File: config.mk
export PLATFORM = sky130hd
export DESIGN_NAME = pipeline_stall_controller
export DESIGN_NICKNAME = d
export VERILOG_FILES = /design/src/rtl/pipeline_stall_controller.sv
export SDC_FILE = /design/constraint.sdc
export NUM_CORES = 1
export LEC_CHECK = 0
export ABC_AREA = 1
export CAP_MARGIN = 20
export CORE_MARGIN = 5
export CORE_UTILIZATION = 40
export DETAILED_ROUTE_END_ITERATION = 8
export PLACE_DENSITY_LB_ADDON = 0.08
export SYNTH_ARGS = -nofsm -noshare
export SYNTH_HDL_FRONTEND = slang
export SYNTH_SLANG_ARGS = --single-unit
File: constraint.sdc
create_clock -name i_clk -period 1.37 [get_ports i_clk]
set_input_delay 0.274 -clock i_clk [delete_from_list [all_inputs] [get_ports i_clk]]
set_output_delay 0.274 -clock i_clk [all_outputs]
set_load 0.02 [all_outputs]
File: src/rtl/pipeline_stall_controller.sv
// Freeze/flush/bubble sequencer for the 5-stage pipeline: memory-wait FSM, wait-timeout counter, fatal HALT.
// Optional performance counters are compiled in when STALL_PERF_CNT_EN is defined.
module pipeline_stall_controller #(
    parameter int WAIT_CNT_W  = 8,
    parameter int MEM_TIMEOUT = 200
) (
    input  logic        i_clk,
    input  logic        i_rst_n,
    input  logic        i_hazard_detected,
    input  logic        i_branch_taken,
    input  logic        i_mem_req,
    input  logic        i_mem_ready,
    output logic        o_pc_freeze,
    output logic        o_if_id_freeze,
    output logic        o_if_id_flush,
    output logic        o_id_exe_bubble,
    output logic        o_exe_mem_freeze,
    output logic        o_mem_wb_bubble,
    output logic        o_mem_timeout,
`ifdef STALL_PERF_CNT_EN
    output logic [31:0] o_perf_stall_cycles,
    output logic [31:0] o_perf_flushes,
    output logic [31:0] o_perf_mem_wait,
`endif
    output logic [1:0]  o_ctrl_state
);

    typedef enum logic [1:0] {
        ST_RUN      = 2'd0,
        ST_MEM_WAIT = 2'd1,
        ST_HALT     = 2'd2
    } state_t;

    localparam logic [WAIT_CNT_W-1:0] TIMEOUT_VAL = WAIT_CNT_W'(MEM_TIMEOUT);
    localparam logic [WAIT_CNT_W-1:0] CNT_ONE     = WAIT_CNT_W'(1);

    state_t                r_state;
    logic [WAIT_CNT_W-1:0] r_wait_cnt;
    logic                  w_mem_stall;

    // A dropped mem_req during a wait is treated as completion, so RUN and MEM_WAIT share this test.
    assign w_mem_stall  = i_mem_req & ~i_mem_ready;
    assign o_ctrl_state = r_state;

    always_comb begin
        o_pc_freeze      = 1'b0;
        o_if_id_freeze   = 1'b0;
        o_if_id_flush    = 1'b0;
        o_id_exe_bubble  = 1'b0;
        o_exe_mem_freeze = 1'b0;
        o_mem_wb_bubble  = 1'b0;
        o_mem_timeout    = 1'b0;
        if (i_rst_n) begin
            case (r_state)
                ST_RUN, ST_MEM_WAIT: begin
                    if (w_mem_stall) begin
                        o_pc_freeze      = 1'b1;
                        o_if_id_freeze   = 1'b1;
                        o_exe_mem_freeze = 1'b1;
                        o_mem_wb_bubble  = 1'b1;
                    end else if (i_branch_taken) begin
                        o_if_id_flush    = 1'b1;
                        o_id_exe_bubble  = 1'b1;
                    end else if (i_hazard_detected) begin
                        o_pc_freeze      = 1'b1;
                        o_if_id_freeze   = 1'b1;
                        o_id_exe_bubble  = 1'b1;
                    end
                end
                ST_HALT: begin
                    o_pc_freeze      = 1'b1;
                    o_if_id_freeze   = 1'b1;
                    o_exe_mem_freeze = 1'b1;
                    o_mem_wb_bubble  = 1'b1;
                    o_mem_timeout    = 1'b1;
                end
                default: begin
                end
            endcase
        end
    end

    // The counter holds the index of the current MEM_WAIT cycle and saturates at the timeout.
    always_ff @(posedge i_clk or negedge i_rst_n) begin
        if (!i_rst_n) begin
            r_state    <= ST_RUN;
            r_wait_cnt <= '0;
        end else begin
            case (r_state)
                ST_RUN: begin
                    if (w_mem_stall) begin
                        r_state    <= ST_MEM_WAIT;
                        r_wait_cnt <= CNT_ONE;
                    end
                end
                ST_MEM_WAIT: begin
                    if (w_mem_stall) begin
                        if (r_wait_cnt >= TIMEOUT_VAL) begin
                            r_state    <= ST_HALT;
                            r_wait_cnt <= TIMEOUT_VAL;
                        end else begin
                            r_wait_cnt <= r_wait_cnt + CNT_ONE;
                        end
                    end else begin
                        r_state    <= ST_RUN;
                        r_wait_cnt <= '0;
                    end
                end
                ST_HALT: begin
                    r_state <= ST_HALT;
                end
                default: begin
                    r_state    <= ST_RUN;
                    r_wait_cnt <= '0;
                end
            endcase
        end
    end

`ifdef STALL_PERF_CNT_EN
    logic [31:0] r_perf_stall_cycles;
    logic [31:0] r_perf_flushes;
    logic [31:0] r_perf_mem_wait;

    always_ff @(posedge i_clk or negedge i_rst_n) begin
        if (!i_rst_n) begin
            r_perf_stall_cycles <= '0;
            r_perf_flushes      <= '0;
            r_perf_mem_wait     <= '0;
        end else begin
            if (o_pc_freeze && (r_perf_stall_cycles != '1))
                r_perf_stall_cycles <= r_perf_stall_cycles + 32'd1;
            if (o_if_id_flush && (r_perf_flushes != '1))
                r_perf_flushes <= r_perf_flushes + 32'd1;
            if ((r_state == ST_MEM_WAIT) && (r_perf_mem_wait != '1))
                r_perf_mem_wait <= r_perf_mem_wait + 32'd1;
        end
    end

    assign o_perf_stall_cycles = r_perf_stall_cycles;
    assign o_perf_flushes      = r_perf_flushes;
    assign o_perf_mem_wait     = r_perf_mem_wait;
`endif

endmodule

==> results of run 1 <==
==> power by group through the flow <==
stage	registers [mW]	logic, mW	clock network, mW
6_report	0.295	0.0880	0.221
5_1_grt	0.295	0.0954	0.252
4_1_cts	0.295	0.0804	0.229
3_5_place_dp	0.301	0.0813	0
3_3_place_gp	0.301	0.0800	0
2_1_floorplan	0.301	0.0355	0
==> sequential cells by signal, indices dropped and copies added (netlist names) <==
name / cells
o_ctrl_state: 2
r_wait_cnt: 8
==> logic make-up (layout without fill, tap and decap cells) <==
| logic type | Yosys count | count (layout) | synth area share (%) |
|---|---|---|---|
| compound gates | 6 | 6 | 5.695 |
| fa+ha+maj | 2 | 2 | 3.350 |
| buf+inv | 23 | 53 | 13.90 |
| flops | 10 | 10 | 33.50 |
| simple gates | 59 | 59 | 43.55 |
==> worst reg2reg max path, stage by stage (launching register included) <==
cell     delay, ps
dfrtp_1        420
ha_1           240
nand2_1         90
nor2_1         140
nand3_1         80
nand3_1         90
nand3_1         70
==> final cells by class <==
class | count | area (sq um)
Inverter | 21 | 91.34
Clock buffer | 4 | 26.28
Tap cell | 25 | 31.28
Fill cell | 171 | 663.1
Timing Repair Buffer | 28 | 244.0
Multi-Input combinational cell | 67 | 436.7
Sequential cell | 10 | 252.7
==> metal layers <==
metal	track usage, %	share of wire (%)
met4	3.830	0.66
met3	3.380	3.7
met2	22.24	49
met5	0	0
met1	18.13	47
==> final timing paths <==
path | cells past startpoint | endpoint | slack (ps) | start
max in group asynchronous | 2 | o_ctrl_state[0]$_DFFE_PN0P_ | 1130 | i_rst_n
min reg2reg | 2 | r_wait_cnt[7]$_DFFE_PN0P_ | 520 | r_wait_cnt[7]$_DFFE_PN0P_
min | 2 | r_wait_cnt[3]$_DFFE_PN0P_ | 80 | i_rst_n
min in group i_clk | 2 | r_wait_cnt[7]$_DFFE_PN0P_ | 520 | r_wait_cnt[7]$_DFFE_PN0P_
max reg2reg | 6 | r_wait_cnt[6]$_DFFE_PN0P_ | 130 | r_wait_cnt[0]$_DFFE_PN0P_
max | 5 | o_if_id_freeze | -200 | o_ctrl_state[1]$_DFFE_PN0P_
==> what timing repair did <==
action	in CTS	in global routing
endpoints found under the hold margin	0	0
pin swaps	2	1
buffers inserted	1	1
gates resized for setup	46	11
setup endpoints to repair	9	8
hold buffers	0	0
==> per-stage QoR <==
stage / cell area [sq um] / setup TNS [ps] / power (mW)
final: 1082 / -1088 / 0.6040
after global routing: 1082 / -1586 / 0.6420
after CTS: 1045 / -1182 / 0.6042
after detailed placement: 1018 / -6034 / 0.3820
after global placement: 1018 / -5884 / 0.3807
after floorplan: 775.7 / -155.9 / 0.3363
==> Yosys cell counts (2+ instances only) <==
library cell	number	share of area, %
buf_4	2	2.0
clkinv_4	2	2.3
dfrtp_1	10	34
ha_1	2	3.3
inv_1	15	7.5
inv_2	4	2.0
nand2_1	28	14
nand2_4	3	4.5
nand3_1	5	3.3
nand3_2	2	2.7
nand4_1	3	2.5
nor2_1	8	4.0
nor2_2	3	2.5
nor3_1	2	1.3
==> reports/metrics.cfg, run 1 <==
[run_status]
status=finished with violations
failed_checks=negative setup slack

[route]
dr.pass1.iters=4
via_per_inst=4.632
routed_wl_mm=1.674
vias=718
ant_nets=0
drt_iter0_drc=14
routedWlPerCell_um=10.80
drc=0

[floorplanning]
dieArea_sq_um=2832
ios=15
initial_core_util_pct=42.80
fp.dieW_um=53.22
core_sq_um=1745
die-height_um=53.22
rows=15

[synth]
yosysUniqueCellTypes=25
synth_ff_type=dfrtp_1
synth_area_sq_um=747.0
ys_seq_area_share_pct=33.50
synth-seq-cells=10
ys_async_sr_fraction_pct=100.0
synth_edf_count=0
syn_nets=108
synth_cells=100
ys_warn_count=0
syn_avg_cell_area_sq_um=7.470

[hold_path]
holdCritPathClass=input port to asynchronous set/reset pin

[final_layout]
final_common_cell=nand2_1
final_cells=155
final_cell_mix=27 x nand2_1, 14 x inv_1, 14 x buf_4, 8 x dfrtp_1, 7 x buf_6
nets=139
fin_util_pct=62.01
syn2layout_area_growth_pct=44.89
layout-drive-gt1-share_pct=42.31
n_antenna_cell=0

[sta]
fin_ws_ps=-196.7
finalHoldViolCount=0
period_share_pct=114.4
max_freq_mhz=638.3
tightest_slew_ps=209.8
rsz0062_at_grt=yes
setup_violations=7
post-route-min-period_ps=1567
finalMaxSlewViolations=0
max-slew-margin-rel_pct=86.01
whs_ps=77.49
skew_ps=3.956

[power]
power_frac_seq_pct=48.8
comb_power_share_pct=14.6
switching_share_pct=25.24
pwr-share-clk_pct=36.6
powerDensity_nw_per_um2=558.1
power_leakage_nw=0.5983
switchingPower_uw=152.5
p_int_uw=451.5
peakVddDrop_v=0.0004290

[critical_path]
critical_path_buf_inv_count=2
path_delay_family=flip-flops
slowest_stage=dfrtp_2
endpoint_kind=primary output
start_kind=flip-flop
cp_data_required_time_ps=1100
cp_cell_sequence=inv_2 -> nand3b_4 -> a21oi_4 -> or2_4 -> buf_6
crit_arrival_ps=1290
crit_fanout=5
critical_path_class=flip-flop to primary output
slowest_delay_ps=450

[clock_tree]
cts_buffers=3
clock_sinks=10
clkTransAtPathRegs_ps=70
clock_latency_ps=270
cts_htree_levels=1
clockBufferDepth=2
cts_tree=done
root_buffer=clkbuf_4

[global_route]
grt_start_max_net_pins=11
antenna_found_initial=0
grt_pass1_wl_mm=2.808
grt_pass1_vias=648
overflow=0
grt.total_usage_pct=13.82

[placement]
dp_cells=149
gp_congestion=0.8469
pre_cts_slack_ps=-733.6
port_buffers=14
dp_hpwl_mm=1.319

[flow_run]
maxCapViolCount=0

Note: power is estimated with default switching activity, not from simulation.
==> inputs of run 2 (changes only) <==
==> constraint.sdc (replaced) <==
create_clock -name i_clk -period 1.37 [get_ports i_clk]
set_input_delay 0.137 -clock i_clk [delete_from_list [all_inputs] [get_ports i_clk]]
set_output_delay 0.137 -clock i_clk [all_outputs]
set_load 0.02 [all_outputs]
==> run 2 against run 1 <==
- the run still ends with negative setup slack left
- clock-buffer cell count unchanged
- cell count unchanged
- routed wire length is 3.9% lower
- die area unchanged
- sequential cell count is the same
- utilization fell by 1.2 points
- highest routed layer unchanged
- fmax increased by 8.6%
- via count decreased by 3.8%
==> reports/metrics.cfg, run 2 (same netlist as run 1, synthesis figures left out) <==
[run_status]
status=finished with violations
failed_checks=negative setup slack

[critical_path]
crit_arrival_ps=1310  ; +20 ps
slowest_stage=dfrtp_2
crit_fanout=5  ; unchanged
cp_cell_sequence=nand2_2 -> a21oi_4 -> or2_4 -> buf_4
cp-endpoint=o_if_id_freeze
cp_data_required_time_ps=1230  ; +130 ps
r2r_start=o_ctrl_state[1]$_DFFE_PN0P_
rrSetupSlack_ps=170  ; +40 ps
endpoint_kind=primary output
r2r_end=r_wait_cnt[5]$_DFFE_PN0P_
r2r_cells=7  ; +1
start_kind=flip-flop
setup.worst_path.start=o_ctrl_state[1]$_DFFE_PN0P_
slowest_delay_ps=450  ; about the same
critical_path_class=flip-flop to primary output

[route]
vias=691  ; -3.8%
routedWlPerCell_um=10.37  ; -3.9%
drt_iter0_drc=9  ; -5
drc=0  ; unchanged
ant_nets=0  ; unchanged
routed_wl_mm=1.608  ; -3.9%
dr.pass1.iters=4  ; unchanged
via_per_inst=4.458  ; -3.8%

[clock_tree]
root_buffer=clkbuf_4
clkTransAtPathRegs_ps=70  ; about the same
cts_tree=done
cts_htree_levels=1  ; unchanged
clock_sinks=10  ; unchanged
clockBufferDepth=2  ; unchanged
cts-hold-fix-buffers=0  ; unchanged
cts_buffers=3  ; unchanged
clock_latency_ps=270  ; about the same

[power]
powerDensity_nw_per_um2=612.1  ; +9.7%
peakVddDrop_v=0.0004240  ; -1.2%
power_leakage_nw=0.5938  ; -0.76%

[sta]
tightest_slew_ps=209.1  ; -0.7248 ps
finalHoldViolCount=0  ; unchanged
max_freq_mhz=692.9  ; +8.6%
fin_ws_ps=-73.22  ; +123.5 ps
period_share_pct=105.3  ; -9.0 points
max-slew-margin-rel_pct=86.12  ; +0.10 points
rsz0062_at_grt=yes
setup_violations=3  ; -4
finalMaxSlewViolations=0  ; unchanged
post-route-min-period_ps=1443  ; -123.5 ps
skew_ps=1.670  ; -2.286 ps

[final_layout]
final_cell_mix=27 x nand2_1, 18 x buf_4, 14 x inv_1, 8 x dfrtp_1, 6 x nor2_1
multi_input_area_sq_um=425.4  ; -2.6%
syn2layout_area_growth_pct=42.04
layout-drive-gt1-share_pct=42.31  ; unchanged
final_common_cell=nand2_1
largest_register_ffs=8  ; unchanged
largest-register=r_wait_cnt
n_antenna_cell=0  ; unchanged
seqCellArea_sq_um=252.7  ; unchanged
nets=139  ; unchanged
fillerInstances=186  ; +8.8%
final_cells=155  ; unchanged

[global_route]
grt_pass1_vias=608  ; -6.2%
antenna_found_initial=0  ; unchanged
grt.total_usage_pct=13.23  ; -0.59 points
overflow=0  ; unchanged
grt_pass1_wl_mm=2.677  ; -4.7%
grt_start_max_net_pins=11  ; unchanged

[floorplanning]
initial_core_util_pct=42.80  ; unchanged
die-height_um=53.22  ; unchanged
rows=15  ; unchanged
dieArea_sq_um=2832  ; unchanged
fp.dieW_um=53.22  ; unchanged
ios=15  ; unchanged
core_sq_um=1745  ; unchanged

[placement]
gp_congestion=0.8351  ; -1.4%
dp_hpwl_mm=1.329  ; +0.79%
dp_cells=149  ; unchanged
port_buffers=14  ; unchanged
pre_cts_slack_ps=-460.6  ; +273.0 ps

[hold_path]
holdCritPathClass=input port to asynchronous set/reset pin

[flow_run]
maxCapViolCount=0  ; unchanged

[run 2: changes by cell type in the layout (fill, tap and decap cells not counted), moves of 2 or more]
cell,change
buf_4,+4
buf_6,-6
clkdlybuf4s50_1,+3
dlygate4sd2_1,-2
[run 2: what timing repair did]
item | 4_1_cts | 5_1_grt
gates cloned | 0 | 0
endpoints found under the setup margin | 9 | 7
buffers inserted | 0 | 2
gates resized for setup | 35 | 10
pin swaps | 3 | 2
[run 2: how the worst min path moves through the flow]
stage,startpoint,endpoint,slack (ps),cells past startpoint
floorplan,i_rst_n,o_ctrl_state[0]$_DFFE_PN0P_,-160,0
global placement,i_rst_n,r_wait_cnt[2]$_DFFE_PN0P_,480,2
detailed placement,i_rst_n,r_wait_cnt[2]$_DFFE_PN0P_,480,2
CTS,i_rst_n,r_wait_cnt[2]$_DFFE_PN0P_,200,2
global route,i_rst_n,r_wait_cnt[4]$_DFFE_PN0P_,210,2
finish,i_rst_n,r_wait_cnt[2]$_DFFE_PN0P_,190,2
[run 2: cell type report]
type	instances	share of cell area, %
flip-flops and latches	10	23.82
repair buffers	28	21.11
well taps	25	2.948
clock buffers	4	3.420
multi-input cells	67	40.09
inverters	21	8.608
[run 2: report_power, final]
group / switching (mW) / internal (mW)
clock network: 0.112 / 0.161
registers: 0 / 0.295
logic: 0.0405 / 0.0401
[run 2: critical path, delay by kind of cell (launching register included)]
family | cells | cell delay, ps
AND/OR/NAND/NOR | 2 | 360
AO/OA/AOI/OAI | 1 | 70
flip-flops | 1 | 450
buffers and inverters | 1 | 160
[run 2: layer usage]
| layer | up-vias | wire (um) | GRT usage (%) | share of wire (%) |
|---|---|---|---|---|
| met5 | - | 0 | 0 | 0 |
| li1 | 364 | - | - | - |
| met4 | 0 | 17 | 3.830 | 1.1 |
| met3 | 2 | 81 | 3.662 | 5.0 |
| met2 | 13 | 735 | 20.82 | 46 |
| met1 | 312 | 773 | 17.44 | 48 |
[run 2: metrics by stage]
step                power [mW]  hold slack (ps)  setup TNS [ps]  instance area, sq um  utilization, %
floorplan               0.3349           -158.6          -1.473                 765.7               -
global placement        0.3792            478.2           -2704                  1008           57.78
detailed placement      0.3799            484.4           -2811                  1008           57.78
CTS                     0.6487            197.4          -198.2                  1015           58.14
global route            0.6830            213.3          -479.0                  1061           60.79
finish                  0.6494            192.4          -173.8                  1061           60.79
